==> config.mk <==
export PLATFORM = sky130hd
export DESIGN_NAME = mcdt_arbiter
export DESIGN_NICKNAME = d
export VERILOG_FILES = /design/src/rtl/mcdt_arbiter.sv
export SDC_FILE = /design/constraint.sdc
export NUM_CORES = 1
export LEC_CHECK = 0
export BUFFER_PORTS_ARGS = -buffer_cell sky130_fd_sc_hd__buf_2
export CAP_MARGIN = 20
export CORE_UTILIZATION = 43
export DETAILED_ROUTE_END_ITERATION = 16
export PLACE_DENSITY = 0.82
export SLEW_MARGIN = 0
export SYNTH_ARGS = -nofsm -noshare
export SYNTH_HDL_FRONTEND = slang
export SYNTH_SLANG_ARGS = --single-unit
export TNS_END_PERCENT = 1
==> constraint.sdc <==
create_clock -name clk_i -period 2.28 [get_ports clk_i]
set_clock_uncertainty 0.2 [all_clocks]
set_input_delay 0.342 -clock clk_i [delete_from_list [all_inputs] [get_ports clk_i]]
set_output_delay 0.342 -clock clk_i [all_outputs]
set_load 0.03 [all_outputs]
==> src/rtl/mcdt_arbiter.sv <==
// Round-robin burst arbiter draining three show-ahead channel FIFOs into one
// registered valid/ready output carrying data plus source channel id.
module mcdt_arbiter #(
  parameter int DW    = 32,
  parameter int BURST = 4
) (
  input  logic          clk_i,
  input  logic          rst_i,
  input  logic [DW-1:0] ch0_data_i,
  input  logic [DW-1:0] ch1_data_i,
  input  logic [DW-1:0] ch2_data_i,
  input  logic          ch0_val_i,
  input  logic          ch1_val_i,
  input  logic          ch2_val_i,
  input  logic          ch0_en_i,
  input  logic          ch1_en_i,
  input  logic          ch2_en_i,
  output logic          ch0_rd_o,
  output logic          ch1_rd_o,
  output logic          ch2_rd_o,
  input  logic          mcdt_rdy_i,
  output logic [DW-1:0] mcdt_data_o,
  output logic          mcdt_val_o,
  output logic [1:0]    mcdt_id_o,
  output logic          busy_o
);

  typedef enum logic {ST_IDLE, ST_GRANT} state_t;

  localparam logic [3:0] LAST_CNT = 4'(BURST - 1);

  state_t        state_q, state_d;
  logic [1:0]    cur_q, cur_d;
  logic [1:0]    last_q, last_d;
  logic [3:0]    cnt_q, cnt_d;
  logic          val_q, val_d;
  logic [DW-1:0] data_q, data_d;
  logic [1:0]    id_q, id_d;

  // Padded to four entries so a 2-bit channel index never selects out of range.
  logic [3:0]    elig;
  logic [DW-1:0] ch_data [4];
  logic [1:0]    cand1, cand2, pick;
  logic          pick_ok;
  logic          space, fire;

  function automatic logic [1:0] next_ch(input logic [1:0] c);
    return (c == 2'd2) ? 2'd0 : c + 2'd1;
  endfunction

  assign elig       = {1'b0, ch2_val_i & ch2_en_i, ch1_val_i & ch1_en_i, ch0_val_i & ch0_en_i};
  assign ch_data[0] = ch0_data_i;
  assign ch_data[1] = ch1_data_i;
  assign ch_data[2] = ch2_data_i;
  assign ch_data[3] = '0;

  assign space = ~val_q | mcdt_rdy_i;
  assign fire  = (state_q == ST_GRANT) & elig[cur_q] & space;

  // Search order starts after the last-served channel and wraps back onto it.
  always_comb begin
    cand1   = next_ch(last_q);
    cand2   = next_ch(cand1);
    pick    = cand1;
    pick_ok = 1'b1;
    if (elig[cand1])       pick = cand1;
    else if (elig[cand2])  pick = cand2;
    else if (elig[last_q]) pick = last_q;
    else                   pick_ok = 1'b0;
  end

  always_comb begin
    state_d = state_q;
    cur_d   = cur_q;
    last_d  = last_q;
    cnt_d   = cnt_q;
    val_d   = val_q;
    data_d  = data_q;
    id_d    = id_q;

    if (fire) begin
      data_d = ch_data[cur_q];
      id_d   = cur_q;
      val_d  = 1'b1;
      cnt_d  = cnt_q + 4'd1;
    end else if (val_q && mcdt_rdy_i) begin
      val_d = 1'b0;
    end

    case (state_q)
      ST_IDLE: begin
        if (pick_ok) begin
          cur_d   = pick;
          cnt_d   = 4'd0;
          state_d = ST_GRANT;
        end
      end
      ST_GRANT: begin
        // A stalled-but-eligible channel keeps its grant; the stall is not charged.
        if ((fire && cnt_q == LAST_CNT) || !elig[cur_q]) begin
          state_d = ST_IDLE;
          last_d  = cur_q;
        end
      end
      default: state_d = ST_IDLE;
    endcase
  end

  always_ff @(posedge clk_i or posedge rst_i) begin
    if (rst_i) begin
      state_q <= ST_IDLE;
      cur_q   <= 2'd0;
      last_q  <= 2'd2;
      cnt_q   <= 4'd0;
      val_q   <= 1'b0;
      data_q  <= '0;
      id_q    <= 2'd0;
    end else begin
      state_q <= state_d;
      cur_q   <= cur_d;
      last_q  <= last_d;
      cnt_q   <= cnt_d;
      val_q   <= val_d;
      data_q  <= data_d;
      id_q    <= id_d;
    end
  end

  assign ch0_rd_o    = fire & (cur_q == 2'd0);
  assign ch1_rd_o    = fire & (cur_q == 2'd1);
  assign ch2_rd_o    = fire & (cur_q == 2'd2);
  assign mcdt_data_o = data_q;
  assign mcdt_val_o  = val_q;
  assign mcdt_id_o   = id_q;
  assign busy_o      = (state_q == ST_GRANT);

endmodule

==> results of run 1 <==
-- metal layers --
metal,vias to the layer above,track usage (%),part of all wire (%)
li1,1224,-,-
met1,1085,23.02,41
met2,105,39.64,50
met3,10,3.832,6.8
met4,0,8.269,1.7
met5,-,0,0
-- worst max-delay path by stage --
stage / start / end / slack [ns]
after floorplan: cur_q[1] / ch0_rd_o / 0.04
after global placement: cur_q[1] / ch2_rd_o / 0.25
after detailed placement: cur_q[1] / ch2_rd_o / 0.22
after CTS: cur_q[0] / ch1_rd_o / -0.03
after global routing: cur_q[1] / ch1_rd_o / -0.02
final: cur_q[1] / ch1_rd_o / 0.02
-- sequential cells by signal (all words and copies together) (netlist names) --
| register | flops |
|---|---|
| last_q | 2 |
| busy_o | 1 |
| cnt_q | 4 |
| mcdt_val_o | 1 |
| cur_q | 2 |
| mcdt_data_o | 32 |
| mcdt_id_o | 2 |
-- logic make-up (layout without fill, tap and decap cells) --
| group | count (synthesis) | after routing | share of synthesized area [%] |
|---|---|---|---|
| simple gates | 87 | 87 | 15.22 |
| buf+inv | 24 | 168 | 4.476 |
| xor+xnor | 1 | 1 | 0.3687 |
| fa+ha+maj | 1 | 1 | 0.5265 |
| compound gates | 79 | 79 | 18.17 |
| mux | 35 | 35 | 14.85 |
| flops | 44 | 44 | 46.39 |
-- cell usage in the layout, fill, tap and decap left out, types with 2 or more instances in the layout --
master    synthesis  layout
inv_1             5       4
mux2_2            2       2
mux2i_1          33      33
nand4b_1          2       2
buf_2             4     140
dfrtp_1          43      42
nor2_2            0       2
o21ai_0          34      34
nand2b_1          2       2
a21o_1            2       2
buf_4             1      12
a21oi_1          33      33
clkbuf_8          0       6
nand2_1          35      35
nor2_1           41      38
buf_6             1       3
clkinv_2          0       2
-- worst max-delay path: cells and delay by family (launching register included) --
family / cells / cell delay, ns
AOI/OAI and AO/OA: 1 / 0.50
DFF: 1 / 0.43
and+or+nand+nor: 2 / 0.35
buffers and inverters: 1 / 0.15
-- synth_stat cells (all sizes together) (2+ instances only) --
cell type  instances  area share [%]
dfrtp             43              45
nor2              41             6.5
a21o               2            0.63
o21ai             34             7.2
nand2b             2            0.53
clkbuf            12             1.9
nand2             35             5.5
buf                7             1.8
nand4b             2            0.74
mux2               2            0.95
a21oi             33             7.0
inv                5            0.79
mux2i             33              14
-- layout make-up --
| type | count | area, um2 | share of cell area, % |
|---|---|---|---|
| Timing Repair Buffer | 155 | 824.5 | 24.84 |
| Tap cell | 70 | 87.58 | 2.639 |
| Sequential cell | 44 | 1104 | 33.25 |
| Inverter | 5 | 18.77 | 0.5654 |
| Clock buffer | 6 | 82.58 | 2.488 |
| Clock inverter | 2 | 10.01 | 0.3015 |
| Multi-Input combinational cell | 203 | 1192 | 35.92 |
-- report_power, final --
part / total [mW] / switching (mW) / internal [mW] / leakage (nW)
clock: 0.489 / 0.248 / 0.242 / 0.0510
combinational: 2.41 / 1.53 / 0.879 / 1.14
sequential: 1.29 / 0.194 / 1.10 / 0.563
total: 4.19 / 1.97 / 2.22 / 1.75
-- what timing repair did --
action | CTS | global route
pin swaps | 1 | 1
endpoints found under the setup margin | 3 | 3
setup buffers | 2 | 2
resized for setup | 4 | 5
endpoints found under the hold margin | 0 | 0
-- per-stage QoR --
step,cells,instance area [um2]
after CTS,483,3286
final,485,3319
after global placement,473,3168
after detailed placement,473,3168
after global routing,485,3319
after floorplan,271,2387
==> metrics.md, run 1 <==
| Metric | Value |
|---|---|
| YS warnings | 0 |
| Final Hold Vio Count | 0 |
| Die Ht | 76.34 um |
| Initial antenna violation count | 0 |
| Dominant synthesized flop cell | dfrtp_1 |
| Setup_tns | 0 ns |
| Port bufs | 143 |
| Syn_nets | 377 |
| Ports | 144 |
| CTS Hold Bufs | 0 |
| Clock Sink Count | 44 |
| PwrDens | 1262 mW/mm2 |
| Synthesis-stage register bit count | 44 |
| Row Count | 26 |
| WHS | 0.03327 ns |
| Final nets | 520 |
| CP Data Arrival Time | 1.72 ns |
| Post-synthesis async set-or-reset flop share | 100.0% |
| Root Buffer | clkbuf_8 |
| Clock-pin slew on the worst setup and hold paths | 0.08 ns |
| Status | complete, no violations |
| Die area | 0.005827 mm2 |
| CP peak stage delay | 0.50 ns |
| Clock Latency Late Sink | 0.29 ns |
| P_leak | 1.755 nW |
| Reg2reg end | cnt_q[3] |
| Worst Setup Slack, final | 0.01642 ns |
| VDD IR max | 734.6 uV |
| Tcrit/Tclk final | 99.28% |
| DP HPWL | 4.559 mm |
| DRC errors left | 0 |
| Synthesis-to-finish area growth | 39.70% |
| Die width | 76.34 um |
| Reg2Reg Depth | 5 |
| H-tree depth | 2 |
| Fmax | 441.8 MHz |
| Pin count of the biggest net entering global routing | 45 |
| Synth cell types | 36 |
| DR iter-0 viols | 58 |
| All-Layer GR Usage | 21.01% |
| RSZ-0062 raised after global routing | true |
| Synth Area per Inst | 8.768 um2 |
| Max Cap Viol | 0 |
| Total wire length | 6.006 mm |
| Wire per inst | 12.38 um |
| Fin util | 63.77% |
| Pwr Total | 4.189 mW |
| WP data required | 1.74 ns |
| Crit path capture type | output pin |
| Worst slew margin | 41.57% |
| HP Class | input pin to asynchronous set/reset pin |
| Reg2Reg Launch Point | cur_q[1] |
| Core area | 0.005205 mm2 |
| Vias per cell | 4.998 |
| Post-synth EDFFs | 0 |
| Via count | 2424 |
| Slowest CP cell | a311o_2 |
| Filler cells | 459 |
| Final Critical Period | 2.264 ns |
| Remaining antenna violation count | 0 |
| Layout cells sized above 1 | 41.69% |
| Crit-path max FO | 6 |
| Clock buffer depth | 2 |
| GPL Wtd Cong | 0.8453 |
| Pre-CTS setup slack | 0.2160 ns |
| CP startpoint kind | flop |
| Inserted Diodes | 0 |
| Pre-antenna DRT Iters | 4 |
| Final setup viols | 0 |
| Initial Util | 45.65% |
| Sequential fraction of the synthesis area | 46.39% |
| Mapped Area | 0.002376 mm2 |
| Worst path cell trace | nand4b_1, a311o_2, nor2_2, buf_6 |
| Final Max Slew Viols | 0 |
| First-pass GRT wire length | 9.929 mm |
| WS Path Type | flop to output pin |
| Post-synthesis cell count | 271 |
| Worst-Margin Slew | 0.8752 ns |
| TritonCTS Buffers | 5 |
| R2r setup slk | 0.19 ns |
| CTS tree | done |
| GR Overflow Total | 0 |
| Vias in the first global route | 2311 |
Note: power is estimated with default switching activity, not from simulation.
==> inputs of run 2 (changes only) <==
==> constraint.sdc (replaced) <==
create_clock -name clk_i -period 2.2 [get_ports clk_i]
set_clock_uncertainty 0.2 [all_clocks]
set_input_delay 0.33 -clock clk_i [delete_from_list [all_inputs] [get_ports clk_i]]
set_output_delay 0.33 -clock clk_i [all_outputs]
set_load 0.03 [all_outputs]
==> run 2 against run 1 <==
The flow now finishes with violations (setup timing). Die area stayed put. Highest routed layer unchanged. Routed wire length is 2.0% lower. Non-clock buffer count stayed put. Setup slack worse by 0.049 ns. Clock-buffer cell count stayed put. First-iteration DRC count is 8.6% lower. Combinational power is 2% higher. Via count is 0.17% lower. Register-to-register slack worse by 0.07 ns. Clock power is 4.1% higher. Largest cell class unchanged.
==> metrics.md, run 2 (synthesis gave the netlist of run 1 again) <==
| Metric | Value |
|---|---|
| Status | finished with violations |
| Violated checks | setup timing |
| DP HPWL | 4.580 mm (+0.46%) |
| Crit-path max FO | 6 (unchanged) |
| Remaining antenna violation count | 0 (unchanged) |
| Slowest CP cell | a311o_2 |
| WS Path Type | flop to output pin |
| First-pass GRT wire length | 9.763 mm (-1.7%) |
| Finished Cell Area | 0.003326 mm2 (+0.19%) |
| Row Count | 26 (unchanged) |
| Psw | 2.015 mW (+2.3%) |
| PwrDens | 1290 mW/mm2 (+2.2%) |
| Combinational Power Share | 57.2% (-0.3 points) |
| Die width | 76.34 um (unchanged) |
| CP startpoint kind | flop |
| CP Data Arrival Time | 1.70 ns (-0.02 ns) |
| P_leak | 1.757 nW (+0.13%) |
| Pin count of the biggest net entering global routing | 36 (-20%) |
| Worst Setup Slack, final | -0.03305 ns (-0.04948 ns) |
| Pre-antenna DRT Iters | 4 (unchanged) |
| Clk network pwr share | 11.9% (+0.2 points) |
| Worst path cell trace | nand4b_1, a311o_2, nor2_2, buf_6 |
| Fin util | 63.89% (+0.12 points) |
| VDD IR max | 960.7 uV (+31%) |
| CTS tree | done |
| Pwr Total | 4.291 mW (+2.4%) |
| DRC errors left | 0 (unchanged) |
| HP Class | input pin to flop |
| Crit path capture type | output pin |
| Final nets | 520 (unchanged) |
| Final Critical Period | 2.233 ns |
| DR iter-0 viols | 53 (-8.6%) |
| Max Cap Viol | 0 (unchanged) |
| Power Internal | 2.276 mW (+2.6%) |
| All-Layer GR Usage | 20.53% (-0.48 points) |
| Die area | 0.005827 mm2 (unchanged) |
| RSZ-0062 raised after global routing | true |
| Most frequent cells in the layout | buf_2 (140), dfrtp_1 (42), nor2_1 (38) |
| Initial antenna violation count | 0 (unchanged) |
| Die Ht | 76.34 um (unchanged) |
| Max reg flops | 32 (unchanged) |
| DP Area | 0.003176 mm2 (+0.24%) |
| Clock Sink Count | 44 (unchanged) |
| Clock Latency Late Sink | 0.28 ns (about the same) |
| Post-Layout Cell Count | 485 (unchanged) |
| Final Max Slew Viols | 0 (unchanged) |
| Tcrit/Tclk final | 101.5% |
| CP peak stage delay | 0.50 ns (about the same) |
| Setup_tns | -0.08610 ns (-0.08610 ns) |
| Initial Util | 45.65% (unchanged) |
| Fmax | 447.8 MHz |
| Clock buffer depth | 2 (unchanged) |
| Inserted Diodes | 0 (unchanged) |
| GR Overflow Total | 0 (unchanged) |
| Part of the power in registers | 30.9% (about the same) |
| Total wire length | 5.884 mm (-2.0%) |
| Vias in the first global route | 2309 (-0.087%) |
| Layout cells sized above 1 | 41.45% (-0.24 points) |
| Switching Share | 46.95% (-0.081 points) |
| Synthesis-to-finish area growth | 39.97% |
| H-tree depth | 2 (unchanged) |
| Via count | 2420 (-0.17%) |
| Ports | 144 (unchanged) |
| Vias per cell | 4.990 (-0.17%) |
| Clock-pin slew on the worst setup and hold paths | 0.08 ns (about the same) |
| Wire per inst | 12.13 um (-2.0%) |
| Worst slew margin | 63.63% (+22 points) |
| Worst-Margin Slew | 0.5443 ns (-0.3310 ns) |
| TritonCTS Buffers | 5 (unchanged) |
| GPL Wtd Cong | 0.8396 (-0.67%) |
| Core area | 0.005205 mm2 (unchanged) |
| # placed instances | 474 (+0.21%) |
| Root Buffer | clkbuf_8 |
| Final setup viols | 3 (+3) |
| WP data required | 1.67 ns (-0.07 ns) |
| Most common cell after layout, fill and taps aside | buf_2 |
| Final Hold Vio Count | 0 (unchanged) |
| Port bufs | 143 (unchanged) |
run 2: cell types whose count changed in the layout (fill, tap and decap cells not counted):
cell	before	now
dlygate4sd3_1	0	1
buf_6	3	4
buf_4	12	10
run 2: routing by layer:
layer | part of all wire [%] | track usage [%] | up-vias
met2 | 52 | 37.75 | 108
met3 | 6.5 | 4.790 | 8
met4 | 1.5 | 7.115 | 0
met1 | 40 | 23.05 | 1083
met5 | 0 | 0 | -
li1 | - | - | 1221
run 2: timing repair:
action	4_1_cts	5_1_grt
endpoints found under the setup margin	12	4
pin swaps	2	0
buffers inserted	2	0
hold buffers	1	0
resized for setup	9	1
hold endpoints to repair	43	0
run 2: power by group through the flow:
stage / combinational [mW] / clock (mW) / sequential, mW
6_report: 2.46 / 0.509 / 1.33
5_1_grt: 2.69 / 0.557 / 1.37
4_1_cts: 2.48 / 0.524 / 1.33
3_5_place_dp: 2.42 / 0 / 1.34
3_3_place_gp: 2.36 / 0 / 1.33
2_1_floorplan: 1.27 / 0 / 1.86
run 2: final cells by class:
class | instances | area (um2)
well taps | 70 | 87.58
fillers | 461 | 1879
clock inverters | 2 | 10.01
clock buffers | 6 | 82.58
multi-input cells | 203 | 1192
inverters | 5 | 18.77
repair buffers | 155 | 830.8
flip-flops and latches | 44 | 1104
run 2: stage by stage:
| stage | worst slack, ns | hold slack (ns) |
|---|---|---|
| after floorplan | -0.001304 | 0.2759 |
| after global placement | 0.1064 | 0.1478 |
| after detailed placement | -0.03178 | 0.1593 |
| after CTS | -0.03026 | 0.1182 |
| after global routing | -0.09162 | 0.1205 |
| final | -0.03305 | 0.1240 |
run 2: critical path, delay by kind of cell (launching register included):
family | cells | cell delay, ns
AOI/OAI and AO/OA | 1 | 0.50
DFF | 1 | 0.42
and+or+nand+nor | 2 | 0.35
buffers and inverters | 1 | 0.15
run 2: worst paths after layout:
kind,slack (ns),startpoint,cells after the start,endpoint
min in group asynchronous,0.40,rst_i,4,mcdt_data_o[10]
hold / removal,0.12,ch2_data_i[6],3,mcdt_data_o[6]
setup reg to reg,0.12,cur_q[1],6,cnt_q[2]
setup / recovery,-0.03,cur_q[1],4,ch2_rd_o
hold reg to reg,0.27,mcdt_id_o[0],1,mcdt_id_o[0]
max in group asynchronous,1.04,rst_i,4,last_q[1]
